File: config.mk
export PLATFORM = sky130hd
export DESIGN_NAME = pipe_sequencer
export DESIGN_NICKNAME = d
export VERILOG_FILES = /design/src/rtl/pipe_pkg.sv /design/src/rtl/div_strobe.sv /design/src/rtl/pipe_sequencer.sv
export SDC_FILE = /design/constraint.sdc
export NUM_CORES = 1
export LEC_CHECK = 0
export BUFFER_PORTS_ARGS = -buffer_cell sky130_fd_sc_hd__buf_2
export CAP_MARGIN = 20
export CORE_ASPECT_RATIO = 0.5
export CORE_MARGIN = 1.5
export CORE_UTILIZATION = 25
export DETAILED_ROUTE_END_ITERATION = 10
export HOLD_SLACK_MARGIN = 0.03
export PLACE_DENSITY = 0.48
export SKIP_LAST_GASP = 1
export SLEW_MARGIN = 30
export SYNTH_ARGS = -nofsm -noshare
export SYNTH_HDL_FRONTEND = slang
export SYNTH_SLANG_ARGS = --single-unit
export TNS_END_PERCENT = 50
File: constraint.sdc
create_clock -name clk -period 4.5 [get_ports clk]
set_input_delay 0.9 -clock clk [delete_from_list [all_inputs] [get_ports clk]]
set_output_delay 0.9 -clock clk [all_outputs]
set_load 0.005 [all_outputs]
File: src/rtl/pipe_pkg.sv
// Shared phase encoding and divider width for the pipeline sequencer.
// Types and helpers only; no latency, no backpressure.
package pipe_pkg;

   localparam int DIV_W = 8;

   typedef enum logic [1:0] {
      PH_SCAN   = 2'd0,
      PH_ADV    = 2'd1,
      PH_WB     = 2'd2,
      PH_SETTLE = 2'd3
   } phase_t;

   // Fixed ADV -> WB -> SETTLE -> SCAN chain; leaving SCAN is decided by the trigger.
   function automatic phase_t seq_next(input phase_t p);
      case (p)
         PH_ADV:  seq_next = PH_WB;
         PH_WB:   seq_next = PH_SETTLE;
         default: seq_next = PH_SCAN;
      endcase
   endfunction

endpackage

File: src/rtl/div_strobe.sv
// Free-run divider: tick is a registered one-cycle strobe the cycle after div_cnt hits DIV_MAX.
// Latency one cycle from terminal count; pause holds the count at 0 and kills the strobe.
module div_strobe
   import pipe_pkg::*;
#(
   parameter int DIV_MAX = 63
) (
   input  logic clk,
   input  logic rst_n,
   input  logic pause,
   output logic tick
);

   localparam logic [DIV_W-1:0] TERM    = DIV_W'(DIV_MAX);
   localparam logic [DIV_W-1:0] CNT_ONE = DIV_W'(1);

   logic [DIV_W-1:0] div_cnt;

   always_ff @(posedge clk or negedge rst_n) begin
      if (!rst_n) begin
         div_cnt <= '0;
         tick    <= 1'b0;
      end else if (pause) begin
         div_cnt <= '0;
         tick    <= 1'b0;
      end else begin
         tick    <= (div_cnt == TERM);
         div_cnt <= (div_cnt == TERM) ? '0 : div_cnt + CNT_ONE;
      end
   end

endmodule

File: src/rtl/pipe_sequencer.sv
// Four-phase pipeline sequencer (SCAN/ADV/WB/SETTLE) sharing one register-file port with debug scan.
// Advance one cycle after a free-run tick or step request; steps arriving mid-sequence are held pending.
module pipe_sequencer
   import pipe_pkg::*;
#(
   parameter int DIV_MAX = 63
) (
   input  logic       clk,
   input  logic       rst_n,
   input  logic       pause,
   input  logic       step_pulse,
   input  logic       wb_we,
   input  logic [3:0] wb_wa,
   input  logic [3:0] id_rs,
   output logic       adv,
   output logic       wr_window,
   output logic [3:0] rf_addr,
   output logic       rf_we,
   output logic [3:0] scan_addr,
   output logic       scan_valid,
   output logic       step_pend
);

   phase_t phase;
   logic   tick;
   logic   trigger;

   div_strobe #(
      .DIV_MAX (DIV_MAX)
   ) u_div (
      .clk   (clk),
      .rst_n (rst_n),
      .pause (pause),
      .tick  (tick)
   );

   assign trigger = pause ? (step_pulse || step_pend) : tick;

   always_ff @(posedge clk or negedge rst_n) begin
      if (!rst_n) begin
         phase      <= PH_SCAN;
         scan_addr  <= 4'd0;
         step_pend  <= 1'b0;
         adv        <= 1'b0;
         wr_window  <= 1'b0;
         scan_valid <= 1'b1;
      end else begin
         if (phase == PH_SCAN) begin
            scan_addr <= scan_addr + 4'd1;
            if (trigger) begin
               phase      <= PH_ADV;
               adv        <= 1'b1;
               scan_valid <= 1'b0;
            end
         end else begin
            phase      <= seq_next(phase);
            adv        <= 1'b0;
            wr_window  <= (phase == PH_ADV);
            scan_valid <= (phase == PH_SETTLE);
         end

         // Any number of steps seen outside SCAN collapse into a single pending request.
         if (!pause)
            step_pend <= 1'b0;
         else if (phase == PH_SCAN && trigger)
            step_pend <= 1'b0;
         else if (step_pulse && phase != PH_SCAN)
            step_pend <= 1'b1;
      end
   end

   always_comb begin
      rf_addr = id_rs;
      rf_we   = 1'b0;
      case (phase)
         PH_SCAN: rf_addr = scan_addr;
         PH_WB: begin
            rf_we   = wb_we;
            rf_addr = wb_we ? wb_wa : id_rs;
         end
         default: rf_addr = id_rs;
      endcase
   end

endmodule

## Word-level counts from Yosys, hierarchy flattened

Index checks and enable logic that the tools add are counted.

- Add/sub/neg operators: 2
- Equality and inequality tests: 6
- Multiplexer cells: 17
- Reductions and logical operators: 5

Operators with widths:

| operator | number |
|---|---|
| two-way mux 8 bit | 2 |
| two-way mux 1 bit | 10 |
| adder 8 x 1 -> 8 bit (second input constant) | 1 |
| equality test 8 x 6 -> 1 bit (second input constant) | 1 |
| case mux 4 bit (2 select lines) | 1 |
| adder 4 x 1 -> 4 bit (second input constant) | 1 |
| equality test 2 bit (second input constant) | 2 |
| two-way mux 2 bit | 2 |
| two-way mux 4 bit | 1 |
| case mux 2 bit (2 select lines) | 1 |
| != test 3 x 1 -> 1 bit (second input constant) | 1 |
| equality test 2 x 1 -> 1 bit (second input constant) | 1 |
| logical AND 1 bit | 2 |
| logical NOT 2 bit | 1 |
| != test 2 bit (second input constant) | 1 |
| nonzero test 2 bit | 1 |
| logical OR 1 bit | 1 |

- Register bits: 19
- Bits of input ports: 13
- Output and inout port bits: 13
- Logic and storage cells: 38

## Longest topological paths before layout

Gate-level depths: netlist (run 1).

- Word-level depth: 5
- Depth in mapped cells: 6
- Depth with buffers taken out: 5

## By module

A second synthesis (run 1) with hierarchy kept.

- Cell total of the unflattened synthesis: 83
- Area, all modules: 952.2 µm²

Modules (own cells, without submodules):

| module | times used | cells each | area an instance (µm²) | sequential area each (µm²) |
|---|---|---|---|---|
| pipe_sequencer | 1 | 46 | 546.8 | 251.5 |
| div_strobe | 1 | 37 | 405.4 | 225.2 |

## Least setup slack after synthesis (run 1)

Ideal clock, no wire load.

- Path type: input to output
- Start point: in wb_we
- End point: out rf_addr[1]
- Data arrival time: 1,435 ps
- Required time: 3,600 ps
- Setup slack: 2,165 ps
- Stages on the path: 4
- Path buffers: 1
- Path through: and2_1 clkbuf_1 a222oi_1 inv_1

- Word-level cells in the longest chain between the ends: 2

RTL lines:

| element | RTL line | text |
|---|---|---|
| start, declared | pipe_sequencer.sv:12 | `input logic wb_we,` |
| two-way mux 4 bit | pipe_sequencer.sv:79 | `rf_addr = wb_we ? wb_wa : id_rs;` |
| case mux 4 bit (2 select lines) | pipe_sequencer.sv:75 | `case (phase)` |
| end, declared | pipe_sequencer.sv:17 | `output logic [3:0] rf_addr,` |

Every way passes these cells.

## Worst setup path after layout (run 1)

- Start point: reg phase[0]
- End point: out rf_addr[0]

- Word-level cells in the longest chain between the ends: 2
- Elaborated cells between the ends (all ways): 3
- Those cells by class: eq/ne (1); mux (1); reduce/logical (1)

RTL lines:

| element | RTL line | text |
|---|---|---|
| start, declared | pipe_sequencer.sv:24 | `phase_t phase;` |
| start signal, assigned | pipe_sequencer.sv:56 | `phase <= seq_next(phase);` |
| equality test 2 bit / logical NOT 2 bit (equally long branches) | pipe_sequencer.sv:75 |  |
| case mux 4 bit (2 select lines) (*) | pipe_sequencer.sv:75 |  |

Mark *: on every way between the ends. The rest lies on a longest branch, timed or not.

==> impl_metrics.ini, run 1 <==
[setup_path]
crit_family = adder cells
path_buf_inv = 3
cp.arrival_ns = 2.07
endpoint_kind = output pin
cp.required_ns = 3.60
worstSetupPathType = reg2out
cp_common_cell = inv_1
cp_max_fo = 14
startpoint_type = register
critPathMaxStageDelay_ns = 0.49
slowest_stage = ha_1
crit_path_cell_trace = inv_1, ha_1, mux2i_1, a222oi_1, inv_1, buf_2

[finish]
antenna_cells = 0
final_util_pct = 33.0
layout_commonest_cell = buf_2
fin_cells = 161
final_cell_mix = 25 x buf_2, 18 x dfrtp_1, 8 x nor2_1, 7 x inv_1, 6 x ha_1
layout-drive-gt1-share_pct = 33.6
nNetsFinal = 130
area_growth_pct = 23.0

[global_route]
grt_max_degree = 20
grt_usage_pct = 9.46
antenna_found_initial = 0
grt_overflow_total = 0
grt_pass1_vias = 654
grt_pass1_wl_um = 3070

[timing]
slew_headroom_pct = 65.4
fin_crit_sh_pct = 66.0
period_needed_ns = 2.97
rsz0062_at_grt = false
tns_ns = 0
holdWs_ns = 0.487
worst_slew_pin_slew_ns = 0.519
setup_violations = 0
setup_slack_ns = 1.53
final-hold-violation-count = 0
clock.fmax_mhz = 337
final-max-slew-violation-count = 0
fin_skew_ns = 0.00393

[logic_synthesis]
synth.distinct_cells = 29
seq_area_frac_synth_pct = 50.7
ys_warn_count = 0
async_reset_ff_share_pct = 100
ys.flop_type = dfrtp_1
syn_inst = 84
synth_fp_nets = 103
syn_area_um2 = 941
ys_ff_latch = 19
synth_edf_count = 0
synth_area_per_cell_um2 = 11.2

[worst_hold_path]
min_path_type = reg2reg

[detailed_routing]
viasPerCell = 4.51
drc_errors = 0
via_count = 726
firstDrtPassIters = 5
antenna_left = 0
drt_iter0_drc = 38
wl_per_cell_um = 11.4
drt-total-wl_um = 1830

[clocking]
clock_path_buffers = 2
post_cts_resized = 0
cts_inserted_buffers = 3
h-tree-depth = 1
worstSkewPairLatency_ns = 0.26
cts_setup_buffers = 0
cts_root_buf = clkbuf_8
ctsHoldBuffers = 0
cts_tree = yes
cts_sinks = 19
clk_pin_slew_worst_paths_ns = 0.08

[status]
status = finished, final reports clean

[floorplan]
die_w_um = 89.8
fp.dieArea_mm2 = 0.00416
initial_core_util_pct = 26.8
chipHeight_um = 46.4
core_mm2 = 0.00351
num_io_pins = 26
num_rows = 15

[pwr]
ir_drop_v = 0.000106
pwr_density_cell_mw_per_mm2 = 535
leakagePower_nw = 0.550

[place]
dp_cells = 157
port_buffers = 25
routabilityCongestion = 0.654
pre_cts_slack_ns = 1.85
hpwl_um = 1300

[flow_run]
max_cap_viol_count = 0
where the power goes:
group | internal, W | total [W] | leakage, nW | switching (W)
registers | 0.000217 | 0.000260 | 0.244 | 0.0000426
logic | 0.000128 | 0.000239 | 0.280 | 0.000111
clock network | 0.0000616 | 0.000120 | 0.0255 | 0.0000584
path summary, 6_finish.rpt:
path / start / to / slack (ns) / cells past startpoint
setup / recovery: phase[0]$_DFFE_PN0P_ / rf_addr[0] / 1.53 / 6
hold / removal: u_div.div_cnt[0]$_DFF_PN0_ / u_div.div_cnt[0]$_DFF_PN0_ / 0.49 / 1
setup reg to reg: phase[0]$_DFFE_PN0P_ / phase[1]$_DFFE_PN0P_ / 2.76 / 4
hold reg to reg: u_div.div_cnt[0]$_DFF_PN0_ / u_div.div_cnt[0]$_DFF_PN0_ / 0.49 / 1
max in group asynchronous: rst_n / scan_valid$_DFFE_PN1P_ / 3.59 / 1
min in group asynchronous: rst_n / step_pend$_DFFE_PN0P_ / 0.58 / 1
cell type report:
class                           instances  area [um2]
Multi-Input combinational cell         55         419
Clock buffer                            3        41.3
Fill cell                             368        2350
Clock inverter                          1        5.00
Tap cell                               51        63.8
Sequential cell                        19         477
Inverter                                7        26.3
Timing Repair Buffer                   25         125
worst reg2reg max path: cells and delay by family, from the launching register on:
kind	cells	cell delay [ns]
DFF	1	0.42
AOI/OAI and AO/OA	1	0.31
muxes	1	0.33
adders and majority gates	1	0.49
buffers and inverters	1	0.09
cell families (layout without fill, tap and decap cells):
family,Yosys count,after routing,synth area share [%]
DFF,19,19,50.7
adders and majority gates,6,6,7.98
xor gates and xnor gates,6,6,5.59
buffers and inverters,10,36,4.79
and+or+nand+nor,24,24,14.1
AOI/OAI and AO/OA,14,14,11.0
muxes,5,5,5.85
sequential cells by signal (all words and copies together) (netlist names):
name / cells
u_div.div_cnt: 8
scan_addr: 4
phase: 2
adv: 1
scan_valid: 1
step_pend: 1
u_div.tick: 1
wr_window: 1
synthesized netlist by cell type (all sizes together) (3+ instances only):
cell type  count  area [um2]
nand2          4        15.0
mux2           4        45.0
inv            7        26.3
nor2           8        30.0
a222oi         4        40.0
o21ai          3        15.0
xnor2          4        35.0
dfrtp         18         450
ha             6        75.1
a21oi          3        15.0
stage by stage:
step	area, um2	total power [W]
after floorplan	941	0.000413
after global placement	1110	0.000502
after detailed placement	1110	0.000503
after CTS	1160	0.000628
after global routing	1160	0.000678
final	1160	0.000619
layer usage:
metal | share of wire, % | GRT usage (%) | routed length [um]
met5 | 0 | 0 | 0
met4 | 1.0 | 2.86 | 19
met3 | 7.1 | 3.63 | 130
met2 | 42 | 14.7 | 774
met1 | 49 | 12.5 | 905
No activity file was read; power rests on OpenSTA's default activity.
==> inputs of run 2 (changes only) <==
--- a/config.mk
+++ b/config.mk
@@ -12,7 +12,7 @@
 export CORE_UTILIZATION = 25
 export DETAILED_ROUTE_END_ITERATION = 10
 export HOLD_SLACK_MARGIN = 0.03
-export PLACE_DENSITY = 0.48
+export PLACE_DENSITY = 0.5
 export SKIP_LAST_GASP = 1
 export SLEW_MARGIN = 30
 export SYNTH_ARGS = -nofsm -noshare
==> constraint.sdc (replaced) <==
create_clock -name clk -period 2.7 [get_ports clk]
set_input_delay 0.54 -clock clk [delete_from_list [all_inputs] [get_ports clk]]
set_output_delay 0.54 -clock clk [all_outputs]
set_load 0.005 [all_outputs]
==> impl_metrics.ini, run 2 (same netlist as run 1, synthesis figures left out) <==
[status]
status = finished, final reports clean

[detailed_routing]
drt-total-wl_um = 1830
antenna_left = 0
drt_iter0_drc = 22
wl_per_cell_um = 11.3
viasPerCell = 4.41
drc_errors = 0
firstDrtPassIters = 4
via_count = 714

[finish]
layout_commonest_cell = buf_2
area_growth_pct = 23.8
antenna_cells = 0
fin_cells = 162
largest-register = u_div.div_cnt
nNetsFinal = 131
final_cell_mix = 25 x buf_2, 18 x dfrtp_1, 8 x nor2_1, 7 x inv_1, 6 x ha_1
final_cell_area_mm2 = 0.00116
largest_reg_flops = 8
layout-drive-gt1-share_pct = 34.2
final_util_pct = 33.2
reg.largest.list = u_div.div_cnt x8, scan_addr x4, phase x2

[clocking]
worstSkewPairLatency_ns = 0.25
ctsHoldBuffers = 0
clk_pin_slew_worst_paths_ns = 0.08
cts_sinks = 19
cts_inserted_buffers = 3
clock_path_buffers = 2
h-tree-depth = 1
post_cts_resized = 0
cts_setup_buffers = 0
cts_root_buf = clkbuf_8
cts_tree = yes

[setup_path]
reg2reg_slack_ns = 1.08
reg2regPathDepth = 5
path_depth = 6
path_buf_inv = 3
cp.arrival_ns = 1.76
startpoint_type = register
critPathMaxStageDelay_ns = 0.41
worstSetupPathType = reg2out
r2r-end = phase[1]$_DFFE_PN0P_
crit_family = flip-flops
cp_max_fo = 7
crit_path_cell_trace = inv_1, ha_1, mux2i_1, a222oi_1, inv_1, buf_2
reg2reg_from = phase[0]$_DFFE_PN0P_
cp.required_ns = 2.16
endpoint_kind = output pin
cp_common_cell = inv_1
slowest_stage = dfrtp_1

[global_route]
grt_pass1_vias = 663
antenna_found_initial = 0
grt_max_degree = 20
grt_overflow_total = 0
grt_usage_pct = 9.20
grt_pass1_wl_um = 3010

[floorplan]
chipHeight_um = 46.4
num_rows = 15
die_w_um = 89.8
initial_core_util_pct = 26.8
num_io_pins = 26
fp.dieArea_mm2 = 0.00416
core_mm2 = 0.00351

[place]
dp_cells = 158
dpl_cell_area_mm2 = 0.00112
routabilityCongestion = 0.724
hpwl_um = 1370
port_buffers = 25

[timing]
worst_slew_pin_slew_ns = 0.438
setup_violations = 0
rsz0062_at_grt = false
fin_crit_sh_pct = 85.2
slew_headroom_pct = 70.8
fin_skew_ns = 0.00633
final-hold-violation-count = 0
tns_ns = 0
period_needed_ns = 2.30
final-max-slew-violation-count = 0
clock.fmax_mhz = 435
holdWs_ns = 0.215

[worst_hold_path]
min_path_type = in2async

[flow_run]
max_cap_viol_count = 0

[pwr]
pwr_density_cell_mw_per_mm2 = 890
leakagePower_nw = 0.555
ir_drop_v = 0.000204
## run 2: cell count changes in the layout (fill, tap and decap cells not counted)
cell and change:
buf_4 +1
## run 2: final cells by class
class / instances / area (um2)
Inverter: 7 / 26.3
Clock inverter: 1 / 5.00
Multi-Input combinational cell: 55 / 419
Fill cell: 369 / 2340
Tap cell: 51 / 63.8
Sequential cell: 19 / 477
Timing Repair Buffer: 26 / 133
Clock buffer: 3 / 41.3
## run 2: metrics by stage
step	setup slack, ns	total power, W
6_report	0.399	0.00104
2_1_floorplan	0.874	0.000689
3_3_place_gp	0.716	0.000848
5_1_grt	0.227	0.00113
4_1_cts	0.380	0.00106
3_5_place_dp	0.677	0.000853
## run 2: how the worst max path moves through the flow
stage | endpoint | from | slack, ns
after global routing | rf_addr[2] | phase[0]$_DFFE_PN0P_ | 0.23
after CTS | rf_addr[3] | phase[0]$_DFFE_PN0P_ | 0.38
after detailed placement | rf_addr[3] | phase[0]$_DFFE_PN0P_ | 0.68
after floorplan | rf_addr[0] | phase[0]$_DFFE_PN0P_ | 0.87
after global placement | rf_addr[0] | phase[0]$_DFFE_PN0P_ | 0.72
final | rf_addr[3] | phase[0]$_DFFE_PN0P_ | 0.40
## run 2: where the power goes
group	internal (W)	switching [W]	total [W]
combinational	0.000222	0.000186	0.000408
sequential	0.000362	0.0000688	0.000431
clock	0.000102	0.0000956	0.000198
## run 2: per-layer routing
layer | vias up | track usage (%) | share of wire (%)
li1 | 353 | - | -
met1 | 355 | 11.5 | 50
met2 | 4 | 16.6 | 48
met3 | 2 | 1.98 | 0.55
met4 | 0 | 2.86 | 1.1
met5 | - | 0 | 0
==> inputs of run 3 (changes only) <==
--- a/config.mk
+++ b/config.mk
@@ -13,6 +13,7 @@
 export DETAILED_ROUTE_END_ITERATION = 10
 export HOLD_SLACK_MARGIN = 0.03
 export PLACE_DENSITY = 0.5
+export REMOVE_ABC_BUFFERS = 1
 export SKIP_LAST_GASP = 1
 export SLEW_MARGIN = 30
 export SYNTH_ARGS = -nofsm -noshare
==> impl_metrics.ini, run 3 (same netlist as run 1, synthesis figures left out) <==
[status]
status = finished, final reports clean

[timing]
slew_headroom_pct = 71.4
setup_violations = 0
final-max-slew-violation-count = 0
worst_slew_pin_slew_ns = 0.424
final-hold-violation-count = 0
fin_crit_sh_pct = 88.4
holdWs_ns = 0.219
period_needed_ns = 2.39
clock.fmax_mhz = 419
rsz0062_at_grt = false
fin_skew_ns = 0.00113
tns_ns = 0

[clocking]
worstSkewPairLatency_ns = 0.25
clk_pin_slew_worst_paths_ns = 0.07
h-tree-depth = 1
cts_inserted_buffers = 3
cts_tree = yes
cts_sinks = 19
post_cts_resized = 0
cts_root_buf = clkbuf_8
ctsHoldBuffers = 0
clock_path_buffers = 2
cts_setup_buffers = 0

[finish]
final_util_pct = 33.2
antenna_cells = 0
layout-drive-gt1-share_pct = 33.3
fin_cells = 162
final_cell_mix = 25 x buf_2, 18 x dfrtp_1, 8 x nor2_1, 7 x inv_1, 6 x ha_1
largest-register = u_div.div_cnt
fillerInstances = 367
nNetsFinal = 131
layout_commonest_cell = buf_2
area_growth_pct = 23.7
reg.largest.list = u_div.div_cnt x8, scan_addr x4, phase x2
largest_reg_flops = 8

[floorplan]
num_rows = 15
chipHeight_um = 46.4
die_w_um = 89.8
num_io_pins = 26
initial_core_util_pct = 26.8
core_mm2 = 0.00351
fp.dieArea_mm2 = 0.00416

[setup_path]
endpoint_kind = output pin
cp_max_fo = 9
worstSetupPathType = reg2out
cp.required_ns = 2.16
startpoint_type = register
cp.arrival_ns = 1.85

[detailed_routing]
drt-total-wl_um = 1750
firstDrtPassIters = 4
via_count = 703
drc_errors = 0
viasPerCell = 4.34
drt_iter0_drc = 22
antenna_left = 0
wl_per_cell_um = 10.8

[place]
routabilityCongestion = 0.648
hpwl_um = 1320
port_buffers = 25
dp_cells = 158

[global_route]
antenna_found_initial = 0
grt_pass1_wl_um = 2950
grt_max_degree = 20
grt_usage_pct = 9.04
grt_overflow_total = 0
grt_pass1_vias = 651

[flow_run]
max_cap_viol_count = 0

[pwr]
leakagePower_nw = 0.552
pwr_density_cell_mw_per_mm2 = 890
ir_drop_v = 0.000193

[worst_hold_path]
min_path_type = in2async
-- run 3: power breakdown --
group          switching [W]  leakage, nW  internal, W
combinational       0.000189        0.286     0.000223
clock              0.0000905       0.0228     0.000105
sequential         0.0000657        0.244     0.000362
-- run 3: worst max-delay path, cell delays in order (launching register included) --
cell and delay [ns]:
dfrtp_1 0.41, inv_1 0.09, ha_1 0.33, mux2i_1 0.21, a222oi_1 0.36, inv_1 0.06, buf_2 0.13
-- run 3: final timing paths --
kind,start,to,slack (ns),cells after the start
hold reg to reg,u_div.div_cnt[0]$_DFF_PN0_,u_div.div_cnt[0]$_DFF_PN0_,0.48,1
max in group asynchronous,rst_n,scan_valid$_DFFE_PN1P_,2.15,1
setup / recovery,phase[0]$_DFFE_PN0P_,rf_addr[2],0.31,6
hold / removal,rst_n,scan_addr[2]$_DFFE_PN0P_,0.22,1
min in group clk,u_div.div_cnt[0]$_DFF_PN0_,u_div.div_cnt[0]$_DFF_PN0_,0.48,1
setup reg to reg,phase[0]$_DFFE_PN0P_,phase[1]$_DFFE_PN0P_,1.04,5
-- run 3: final cells by class --
| type | instances | area [um2] | area share [%] |
|---|---|---|---|
| inverters | 7 | 26.3 | 2.26 |
| well taps | 51 | 63.8 | 5.48 |
| repair buffers | 26 | 133 | 11.4 |
| clock buffers | 4 | 45.0 | 3.87 |
| flip-flops and latches | 19 | 477 | 41.0 |
| multi-input cells | 55 | 419 | 36.0 |
-- run 3: metrics by stage --
stage / area, um2 / setup slack (ns) / power, W
finish: 1160 / 0.313 / 0.00104
global route: 1160 / 0.118 / 0.00113
CTS: 1160 / 0.319 / 0.00106
detailed placement: 1120 / 0.626 / 0.000850
global placement: 1120 / 0.638 / 0.000848
floorplan: 922 / 0.753 / 0.000681
-- run 3: layer usage --
layer,global-route usage (%),up-vias,part of all wire (%)
met2,15.6,16,46
met5,0,-,0
li1,-,348,-
met3,2.64,2,4.7
met4,2.86,0,0.57
met1,11.3,337,48
